## config.mk

```make
export PLATFORM = sky130hd
export DESIGN_NAME = tboom_freelist_ctrl
export DESIGN_NICKNAME = d
export VERILOG_FILES = /design/src/rtl/tboom_rmt_pkg.sv /design/src/rtl/tboom_ckpt_tag_ring.sv /design/src/rtl/tboom_freelist_ctrl.sv
export SDC_FILE = /design/constraint.sdc
export NUM_CORES = 1
export LEC_CHECK = 0
export ABC_AREA = 1
export CORE_MARGIN = 1
export CORE_UTILIZATION = 40
export CTS_CLUSTER_DIAMETER = 50
export DETAILED_ROUTE_END_ITERATION = 12
export SLEW_MARGIN = 20
export SYNTH_ARGS = -nofsm -noshare
export SYNTH_HDL_FRONTEND = slang
export SYNTH_SLANG_ARGS = --single-unit
export TNS_END_PERCENT = 10
```

## constraint.sdc

```tcl
create_clock -name clk -period 9.3 [get_ports clk]
set_clock_uncertainty 0.15 [all_clocks]
set_input_delay 1.86 -clock clk [delete_from_list [all_inputs] [get_ports clk]]
set_output_delay 1.86 -clock clk [all_outputs]
set_load 0.01 [all_outputs]
```

## src/rtl/tboom_rmt_pkg.sv

```systemverilog
// Shared types and widths for the freelist controller slice.
package tboom_rmt_pkg;

  localparam int DATA_WIDTH_D       = 6;
  localparam int MEMORY_WIDTH_D     = 64;
  localparam int CHECKPOINT_DEPTH_D = 8;
  localparam int TAGW               = $clog2(CHECKPOINT_DEPTH_D);
  localparam int CNTW               = $clog2(MEMORY_WIDTH_D) + 1;

  typedef logic [TAGW-1:0]         tag_t;
  typedef logic [DATA_WIDTH_D-1:0] pdst_t;

  typedef enum logic {
    RUN     = 1'b0,
    RESTORE = 1'b1
  } ctrl_state_e;

  function automatic logic [1:0] popcount2(input logic [1:0] v);
    return {1'b0, v[0]} + {1'b0, v[1]};
  endfunction

endpackage

```

## src/rtl/tboom_ckpt_tag_ring.sv

```systemverilog
// Age-ordered branch tag ring: allocation at tail, in-order retirement at head,
// and squash of everything younger than a mispredicted tag.
module tboom_ckpt_tag_ring #(
  parameter  int DEPTH = 8,
  localparam int TW    = $clog2(DEPTH)
) (
  input  logic          clk,
  input  logic          rst_n,
  input  logic          i_alloc,
  input  logic          i_resolve_valid,
  input  logic [TW-1:0] i_resolve_tag,
  input  logic          i_squash,
  input  logic [TW-1:0] i_squash_tag,
  output logic [TW-1:0] o_tail_tag,
  output logic          o_full,
  output logic          o_resolve_err
);

  logic [TW:0]      r_head;
  logic [TW:0]      r_tail;
  logic [DEPTH-1:0] r_done;

  logic [TW:0]      w_occ;
  logic [TW-1:0]    w_head_idx;
  logic [TW-1:0]    w_res_off;
  logic [TW-1:0]    w_sq_off;
  logic             w_res_live;
  logic             w_head_done;
  logic [DEPTH-1:0] w_done_next;

  assign w_head_idx    = r_head[TW-1:0];
  assign w_occ         = r_tail - r_head;
  assign w_res_off     = i_resolve_tag - w_head_idx;
  assign w_sq_off      = i_squash_tag - w_head_idx;
  assign w_res_live    = ({1'b0, w_res_off} < w_occ);
  assign o_resolve_err = i_resolve_valid & ~w_res_live;
  assign o_tail_tag    = r_tail[TW-1:0];
  // Occupancy never exceeds DEPTH, so its MSB alone marks a full ring.
  assign o_full        = w_occ[TW];

  // A resolve of the head tag retires it in the same cycle it arrives.
  assign w_head_done = (w_occ != '0) &
                       (r_done[w_head_idx] |
                        (i_resolve_valid & w_res_live & (i_resolve_tag == w_head_idx)));

  always_comb begin
    w_done_next = r_done;
    if (i_resolve_valid && w_res_live)
      w_done_next[i_resolve_tag] = 1'b1;
    if (w_head_done)
      w_done_next[w_head_idx] = 1'b0;
    if (i_squash) begin
      for (int i = 0; i < DEPTH; i++) begin
        if ((TW'(i) - w_head_idx) > w_sq_off)
          w_done_next[i] = 1'b0;
      end
    end
  end

  always_ff @(posedge clk) begin
    if (!rst_n) begin
      r_head <= '0;
      r_tail <= '0;
      r_done <= '0;
    end else begin
      r_done <= w_done_next;
      if (w_head_done)
        r_head <= r_head + (TW+1)'(1);
      // The mispredicted tag itself stays live; only younger tags are dropped.
      if (i_squash)
        r_tail <= r_head + {1'b0, w_sq_off} + (TW+1)'(1);
      else if (i_alloc)
        r_tail <= r_tail + (TW+1)'(1);
    end
  end

endmodule

```

## src/rtl/tboom_freelist_ctrl.sv

```systemverilog
// Freelist controller: grants 2-wide pdst allocation and frees, manages branch
// checkpoints, and tracks a shadow free count that survives restores.
module tboom_freelist_ctrl
  import tboom_rmt_pkg::*;
#(
  parameter  int DATA_WIDTH       = 6,
  parameter  int MEMORY_WIDTH     = 64,
  parameter  int CHECKPOINT_DEPTH = 8,
  parameter  int INIT_FREE        = 32,
  localparam int TW               = $clog2(CHECKPOINT_DEPTH),
  localparam int CW               = $clog2(MEMORY_WIDTH) + 1
) (
  input  logic                  clk,
  input  logic                  rst_n,
  input  logic [1:0]            ren_req,
  output logic                  ren_ready,
  output logic [DATA_WIDTH-1:0] ren_pdst0,
  output logic [DATA_WIDTH-1:0] ren_pdst1,
  input  logic                  br_valid,
  output logic                  br_ready,
  output logic [TW-1:0]         br_tag,
  input  logic                  resolve_valid,
  input  logic [TW-1:0]         resolve_tag,
  input  logic                  mispred_valid,
  input  logic [TW-1:0]         mispred_tag,
  input  logic [1:0]            free_valid,
  input  logic [DATA_WIDTH-1:0] free_pdst0,
  input  logic [DATA_WIDTH-1:0] free_pdst1,
  output logic                  free_ready,
  output logic                  fl_i0_read_enable,
  output logic                  fl_i1_read_enable,
  output logic                  fl_i0_write_enable,
  output logic                  fl_i1_write_enable,
  output logic [DATA_WIDTH-1:0] fl_i0_data_in,
  output logic [DATA_WIDTH-1:0] fl_i1_data_in,
  output logic                  fl_checkpoint,
  output logic                  fl_restore,
  output logic [TW-1:0]         fl_checkpoint_restore_pos,
  input  logic [DATA_WIDTH-1:0] fl_i0_data_out,
  input  logic [DATA_WIDTH-1:0] fl_i1_data_out,
  input  logic                  fl_invalid_read,
  input  logic                  fl_invalid_write,
  output logic [CW-1:0]         free_count,
  output logic                  err
);

  ctrl_state_e   r_state;
  logic [TW-1:0] r_mis_tag;
  logic [CW-1:0] r_free_count;
  logic [CW-1:0] r_ckpt_count [CHECKPOINT_DEPTH];
  logic          r_err;

  logic          w_run;
  logic          w_restoring;
  logic          w_alloc_ok;
  logic          w_full;
  logic          w_ckpt;
  logic          w_res_valid;
  logic          w_res_err;
  logic [TW-1:0] w_tail_tag;
  logic [CW-1:0] w_req_n;
  logic [CW-1:0] w_alloc_n;
  logic [CW-1:0] w_free_n;

  // A mispredict in flight or about to be taken freezes all handshakes.
  assign w_restoring = rst_n & (r_state == RESTORE);
  assign w_run       = rst_n & (r_state == RUN) & ~mispred_valid;

  assign w_req_n    = CW'(popcount2(ren_req));
  assign w_alloc_ok = (w_req_n <= r_free_count);

  assign ren_ready  = w_run & w_alloc_ok & (~br_valid | ~w_full);
  assign br_ready   = w_run & ~w_full & (~br_valid | w_alloc_ok);
  assign free_ready = w_run;

  assign fl_i0_read_enable  = ren_req[0] & ren_ready;
  assign fl_i1_read_enable  = ren_req[1] & ren_ready;
  assign fl_i0_write_enable = free_valid[0] & free_ready;
  assign fl_i1_write_enable = free_valid[1] & free_ready;
  assign fl_i0_data_in      = free_pdst0;
  assign fl_i1_data_in      = free_pdst1;

  // A lone lane-1 request still takes the head entry.
  assign ren_pdst0 = fl_i0_data_out;
  assign ren_pdst1 = (ren_req == 2'b10) ? fl_i0_data_out : fl_i1_data_out;

  assign w_ckpt                    = br_valid & br_ready;
  assign fl_checkpoint             = w_ckpt;
  assign fl_restore                = w_restoring;
  assign fl_checkpoint_restore_pos = w_restoring ? r_mis_tag : w_tail_tag;
  assign br_tag                    = w_tail_tag;

  assign w_alloc_n = CW'(popcount2({fl_i1_read_enable, fl_i0_read_enable}));
  assign w_free_n  = CW'(popcount2({fl_i1_write_enable, fl_i0_write_enable}));

  assign w_res_valid = rst_n & resolve_valid &
                       ~((r_state == RUN) & mispred_valid & (resolve_tag == mispred_tag));

  assign free_count = r_free_count;
  assign err        = r_err;

  tboom_ckpt_tag_ring #(
    .DEPTH (CHECKPOINT_DEPTH)
  ) u_tag_ring (
    .clk             (clk),
    .rst_n           (rst_n),
    .i_alloc         (w_ckpt),
    .i_resolve_valid (w_res_valid),
    .i_resolve_tag   (resolve_tag),
    .i_squash        (w_restoring),
    .i_squash_tag    (r_mis_tag),
    .o_tail_tag      (w_tail_tag),
    .o_full          (w_full),
    .o_resolve_err   (w_res_err)
  );

  always_ff @(posedge clk) begin
    if (!rst_n) begin
      r_state      <= RUN;
      r_mis_tag    <= '0;
      r_free_count <= CW'(INIT_FREE);
      r_err        <= 1'b0;
      for (int i = 0; i < CHECKPOINT_DEPTH; i++)
        r_ckpt_count[i] <= '0;
    end else begin
      if (fl_invalid_read || fl_invalid_write || w_res_err)
        r_err <= 1'b1;
      case (r_state)
        RUN: begin
          r_free_count <= r_free_count - w_alloc_n + w_free_n;
          // Snapshot excludes this cycle's own allocations and frees.
          if (w_ckpt)
            r_ckpt_count[w_tail_tag] <= r_free_count;
          if (mispred_valid) begin
            r_mis_tag <= mispred_tag;
            r_state   <= RESTORE;
          end
        end
        RESTORE: begin
          r_free_count <= r_ckpt_count[r_mis_tag];
          r_state      <= RUN;
          if (mispred_valid)
            r_err <= 1'b1;
        end
      endcase
    end
  end

endmodule

```

### Yosys cells after proc, flatten, opt, wreduce, memory -nomap -nowiden

Memories as Yosys holds them, arrays and structs flattened. A register that Yosys moved wholly into a read port is not among the register bits.
Index checks and enable logic that the tools add are counted.

* logic and storage cells: 123
* bits in latches: 0
* bits in read-only memories: 0
* memory bits (writable): 56
* memories: 1
* flip-flop bits (word level): 28

* $lt $le $gt $ge: 14
* bitwise operators: 32
* equality and inequality tests: 3
* $mul: 0
* mux-type cells: 37
* shift-type cells: 0
* divide/modulo/power cells: 0
* add/subtract/negate cells: 20
* reduce and logical (&&, ||, !) cells: 9

Memories
* r_ckpt_count: words 8, bits a word 7, read ports 1, clocked after Yosys merged registers in 1, wr ports 8, line tboom_freelist_ctrl.sv:50 `logic [CW-1:0] r_ckpt_count [CHECKPOINT_DEPTH];`

Operator list (count)
* $gt 3x3->1: 8
* $mux 8: 3
* $mux 1: 21
* $and 1x1->1: 20
* $pmux 7 s2: 1
* $add 4x1->4 const B: 3
* $mux 3: 4
* $sub 3x3->3 const A: 4
* $and 8x8->8: 1
* $lt 3x4->1 const B: 2
* $mux 4: 2
* $not 8->8: 1
* $or 8x8->8: 1
* $add 7x2->7: 1
* $le 2x7->1: 1
* $mux 7: 1
* $reduce_or 7->1: 1
* $sub 7x2->7: 1
* $add 1x1->2: 3
* $demux 1 s3: 2
* $eq 3x3->1: 2
* $ge 3x1->1 const B: 2
* $mux 6: 1
* $not 1->1: 6
* 15 further kinds: 23

### Longest topological paths before layout

* depth after elaboration: 12
* mapped depth: 23
* mapped depth without buffers: 22

### Hierarchy

From an unflattened synthesis, not the netlist that was laid out.

* cell total of the unflattened synthesis: 703
* area, all modules: 5901.9 µm²

Modules (own cells, without submodules)
* tboom_freelist_ctrl: area each 3921.3 µm², instances 1, cells each 420
* tboom_ckpt_tag_ring: area each 1980.6 µm², instances 1, cells each 283

### Least setup slack after synthesis

Ideal clock, no wire load.

* path type: input-to-reg
* start: input ren_req[0]
* end: register r_free_count[5], in the netlist free_count[5]
* stages on the path: 21
* arrival time: 5.086 ns
* slack: 3.934 ns
* data required time: 9.020 ns
* setup time: 0.130 ns
* path through: inv_1 ha_1 ha_1 nand3_1 o211ai_2 o211ai_1 nor2_1 inv_1 fa_1 inv_1 ha_1 inv_1 ha_1 inv_1 fa_1 or2_2 nand2_1 a21oi_1 xor2_1 nand2_1 nand3_1

* longest elaborated chain between the ends: 9
* elaborated cells between the ends (all ways): 10

Ends and longest elaborated chain
* start, declared: line tboom_freelist_ctrl.sv:15 `input logic [1:0] ren_req,`
* $add 1x1->2: line tboom_rmt_pkg.sv:19 `return {1'b0, v[0]} + {1'b0, v[1]};`
* $le 2x7->1: line tboom_freelist_ctrl.sv:70 `assign w_alloc_ok = (w_req_n <= r_free_count);`
* $and 1x1->1 (2 in a row): line tboom_freelist_ctrl.sv:72 `assign ren_ready = w_run & w_alloc_ok & (~br_valid | ~w_full);`
* $and 1x1->1 (*): line tboom_freelist_ctrl.sv:76 `assign fl_i0_read_enable = ren_req[0] & ren_ready;`
* named net fl_i0_read_enable: line tboom_freelist_ctrl.sv:30 `output logic fl_i0_read_enable,`
* $add 1x1->2 (*): line tboom_rmt_pkg.sv:19
* $sub 7x2->7 (*): line tboom_freelist_ctrl.sv:130 `r_free_count <= r_free_count - w_alloc_n + w_free_n;`
* $add 7x2->7 (*): line tboom_freelist_ctrl.sv:130
* $pmux 7 s2 (*): line tboom_freelist_ctrl.sv:128 `case (r_state)`
* end signal, assigned: line tboom_freelist_ctrl.sv:121 `r_free_count <= CW'(INIT_FREE);`
* end signal, assigned: line tboom_freelist_ctrl.sv:130
* end signal, assigned: line tboom_freelist_ctrl.sv:140 `r_free_count <= r_ckpt_count[r_mis_tag];`
* end, declared: line tboom_freelist_ctrl.sv:49 `logic [CW-1:0] r_free_count;`

The timed path passes the listed nets; every way through them passes the cells marked *.
A chain may end at the register's enable or synchronous reset.

### Final worst setup path

* start: input ren_req[0]
* end: output fl_i1_read_enable

* longest elaborated chain between the ends: 5

Ends and longest elaborated chain
* $add 1x1->2: line tboom_rmt_pkg.sv:19
* $le 2x7->1: line tboom_freelist_ctrl.sv:70
* $and 1x1->1 (2 in a row): line tboom_freelist_ctrl.sv:72
* $and 1x1->1: line tboom_freelist_ctrl.sv:77 `assign fl_i1_read_enable = ren_req[1] & ren_ready;`
* end, declared: line tboom_freelist_ctrl.sv:31 `output logic fl_i1_read_enable,`

No other way between the ends.

==> results.md <==
- IR analysis of the VDD net gives a maximum drop of 0.156 mV.
- The shortest clock period the worst path allows after layout is 6.24 ns.
- For this design the top-level I/O count stands at 88.
- The count of buffers from port buffering is 63.
- 0 antenna diodes ended up in the layout.
- After clock tree synthesis, the clock-pin slew on the worst setup and hold paths is 0.07 ns.
- The mean area per synthesized cell is 8.41 sq um.
- After the first detailed-routing iteration, the DRC count stood at 411.
- In this run the tightest slew margin relative to its limit is 0.461.
- The placed cell area is 6280 sq um.
- The number of clock buffers added by TritonCTS is 9.
- At the placement stage, the worst setup path has a slack of 3.05 ns.
- Of the synthesized area, sequential elements account for 0.407.
- For this design the static power due to leakage is 2.74 nW.
- The power density relative to cell area is 235 nW/um^2.
- Across the run, the number of max-cap violations was 0.
- The clock tree synthesis step divided the H-tree into 3 levels.
- The width of the chip is 121 um.
- At the end of the flow the core is filled with cells to 0.476.
- Static timing analysis puts the maximum clock frequency at 160 MHz.
- The kind of critical path is primary input to output pin.
- The via count of the first global-routing pass is 4,476.
- The final total negative setup slack is 0 ns.
- The finished cells cover 6580 sq um.
- Summed over all layers, the global routing overflow is 0.
- The most frequently used flop master after synthesis is edfxtp_1.
- The count of flip-flops with a built-in enable after synthesis is 56.
- The required arrival time at the worst endpoint is 7.29 ns.
- Before antenna repair, the detailed router went through 5 iterations.
- The run finished with clean final reports.
- Relative to the synthesized area, the layout overhead comes to 16.3%.
- At the end of routability-driven placement, the weighted congestion stood at 0.870.
- The count of hold buffers inserted by post-cts repair is 0.
- After legalization and detailed placement, the total HPWL measured 11,100 um.
- The number of buffers on the longest clock path is 2.
- The type of the most critical hold path is flop to flop.
- The core region is 13,800 sq um.
- Across all hold checks on the routed design, the worst slack comes to 0.385 ns.
- The number of antenna violations at the first check in global routing came to 0.
- Entering global routing, the biggest net connects 32 pins.
- The share of synthesized flip-flops with an asynchronous set or reset is 0.
- The tree is rooted in a clkbuf_16.
- The proportion of layout cells with a drive suffix above 1 is 0.0842.
- Across every metal layer, demand over resource in global routing totals 0.214.
- The netlist area before placement is 5660 sq um.
- The number of sinks driven by the clock tree is 87.
- The average wire per cell in the routed design is 17.0 um.
- Setup repair after global routing left no endpoint under its margin.
- Row generation in the floorplan step produced 43 rows.
- The die is 121 um tall.
- The final-report setup violation count is 0.
- The CTS tree is built.
- The actual slew at the worst max-slew pin is 0.805 ns.
- The count of state elements after synthesis is 87.
- During synthesis, Yosys emitted a total of 0 warnings.
- The remaining routing DRC violations is 0.
- Once the clock tree was built, the setup fixing pass inserted 0 buffers.
- The via density per instance is 5.25.
- The post-detailed-route count of antenna-violating nets is 0.
- At the later pin of the worst-skew pair, clock insertion delay measures 0.34 ns.
- The layout net count is 802.
- For this configuration, the core starts out at a cell density of 0.409.
- The max-slew violation count is 0.
- Counting every net in the synthesized netlist gives 767.
- The worst setup path is captured at an output pin.
- The final critical-path setup slack is 3.06 ns.
- The layout has 1,319 filler cells.
- The number of resized instances in the post-cts repair step is 0.
- The final layout contains routed wiring with a total length of 15,200 um.
- The synthesized instance count is 673.
- The maximum fanout along the worst path is 3.
- The final route contains 4,687 vias.
- Dividing the final minimum period by the clock period gives 0.671.
- The first-pass GRT wire length is 23,600 um.
- The synthesized netlist contains 44 unique library cells.
- The kind of start point of the critical path is a primary input.
- The signal arrival time at the worst endpoint is 4.23 ns.
- The die footprint is 14,600 sq um.
- The number of failing hold endpoints at the final stage is 0.
[per-stage QoR]
stage,cells,total power [mW]
after global routing,893,1.65
after CTS,893,1.55
after detailed placement,877,1.17
after global placement,877,1.15
after floorplan,673,0.980
final,893,1.55
[logic make-up after synthesis]
group,count (synthesis),share of synthesized area
compound gates,115,0.120
xor+xnor,11,0.0170
fa+ha+maj,53,0.126
buf+inv,132,0.105
flops,87,0.407
mux,7,0.0137
simple gates,268,0.211
[sequential cells by signal, indices dropped and copies added, names as in the netlist, named ones only]
| name | cells |
|---|---|
| err | 1 |
| r_mis_tag | 3 |
| r_state | 1 |
| u_tag_ring.r_done | 8 |
| r_ckpt_count | 56 |
| free_count | 7 |
| u_tag_ring.r_head | 4 |
| u_tag_ring.r_tail | 4 |
[cell usage in the layout, fill, tap and decap left out, types with 2 or more instances in the layout]
master / netlist / layout
clkinv_1: 4 / 4
o221ai_1: 9 / 9
a32o_1: 2 / 2
o21bai_1: 4 / 4
dfxtp_1: 31 / 31
nand4_1: 10 / 10
clkbuf_16: 0 / 9
nand3_2: 3 / 3
fa_1: 7 / 7
buf_4: 21 / 2
nor2_1: 122 / 122
edfxtp_1: 56 / 56
nand3_1: 25 / 25
nor2_4: 3 / 3
o211ai_1: 8 / 8
o21ai_0: 54 / 54
xor2_1: 8 / 8
mux2_2: 6 / 6
o22ai_1: 2 / 2
inv_6: 0 / 3
inv_1: 78 / 78
ha_1: 46 / 46
nor3_1: 7 / 7
or2_0: 2 / 2
a21oi_1: 29 / 29
o21a_1: 3 / 3
nand2_2: 12 / 12
inv_2: 9 / 9
clkdlybuf4s50_1: 0 / 63
nor2_2: 4 / 4
nand2_1: 73 / 73
or2_2: 2 / 2
xnor2_1: 3 / 3
[worst paths after layout]
| kind | to | slack [ns] | startpoint | cells after the start |
|---|---|---|---|---|
| worst min register to register | u_tag_ring.r_done[1]$_SDFF_PN0_ | 0.39 | u_tag_ring.r_done[1]$_SDFF_PN0_ | 4 |
| worst max register to register | free_count[5]$_SDFF_PN1_ | 4.77 | u_tag_ring.r_head[1]$_SDFFE_PN0P_ | 22 |
| worst min-delay path | u_tag_ring.r_done[1]$_SDFF_PN0_ | 0.39 | u_tag_ring.r_done[1]$_SDFF_PN0_ | 4 |
| worst max-delay path | fl_i1_read_enable | 3.06 | ren_req[0] | 11 |
[worst max-delay path, cell delays in order]
cell,delay [ns]
clkdlybuf4s50_1,0.48
inv_1,0.07
ha_1,0.29
ha_1,0.27
nand3_1,0.07
o211ai_2,0.24
o211ai_1,0.16
inv_1,0.11
nand2_1,0.09
inv_1,0.06
clkdlybuf4s50_1,0.52
[synth_stat cells, types with 6 or more instances]
library cell    n  area share
clkbuf_1       10      0.0066
ha_1           46        0.10
nand2_1        73       0.048
nand2_2        12       0.013
nand3_1        25       0.022
o221ai_1        9       0.014
xor2_1          8       0.012
o211ai_1        8       0.011
a21oi_1        29       0.026
dfxtp_1        31        0.11
nor3_1          7      0.0062
inv_2           9      0.0060
buf_4          21       0.028
buf_2           8      0.0071
nand4_1        10       0.011
o21ai_0        54       0.048
nor2_1        122       0.081
inv_1          78       0.052
fa_1            7       0.025
edfxtp_1       56        0.30
mux2_2          6       0.012
[final cells by class]
type                    instances  area [sq um]  share of cell area
flip-flops and latches         87          2300               0.350
well taps                     180           225              0.0342
clock inverters                 6          72.6              0.0110
multi-input cells             454          2770               0.420
repair buffers                 65           646              0.0981
clock buffers                  10           229              0.0348
inverters                      91           342              0.0519
[power breakdown]
group / total (mW) / internal (mW) / switching, mW
sequential: 0.480 / 0.442 / 0.0381
clock: 0.375 / 0.213 / 0.162
combinational: 0.694 / 0.255 / 0.439
[routing by layer]
| metal | part of all wire | GRT usage | up-vias |
|---|---|---|---|
| met5 | 0 | 0 | - |
| met4 | 0.019 | 0.0671 | 0 |
| met3 | 0.051 | 0.0381 | 24 |
| met2 | 0.49 | 0.357 | 130 |
| met1 | 0.44 | 0.280 | 2248 |
| li1 | - | - | 2285 |
No activity file was read; power rests on OpenSTA's default activity.
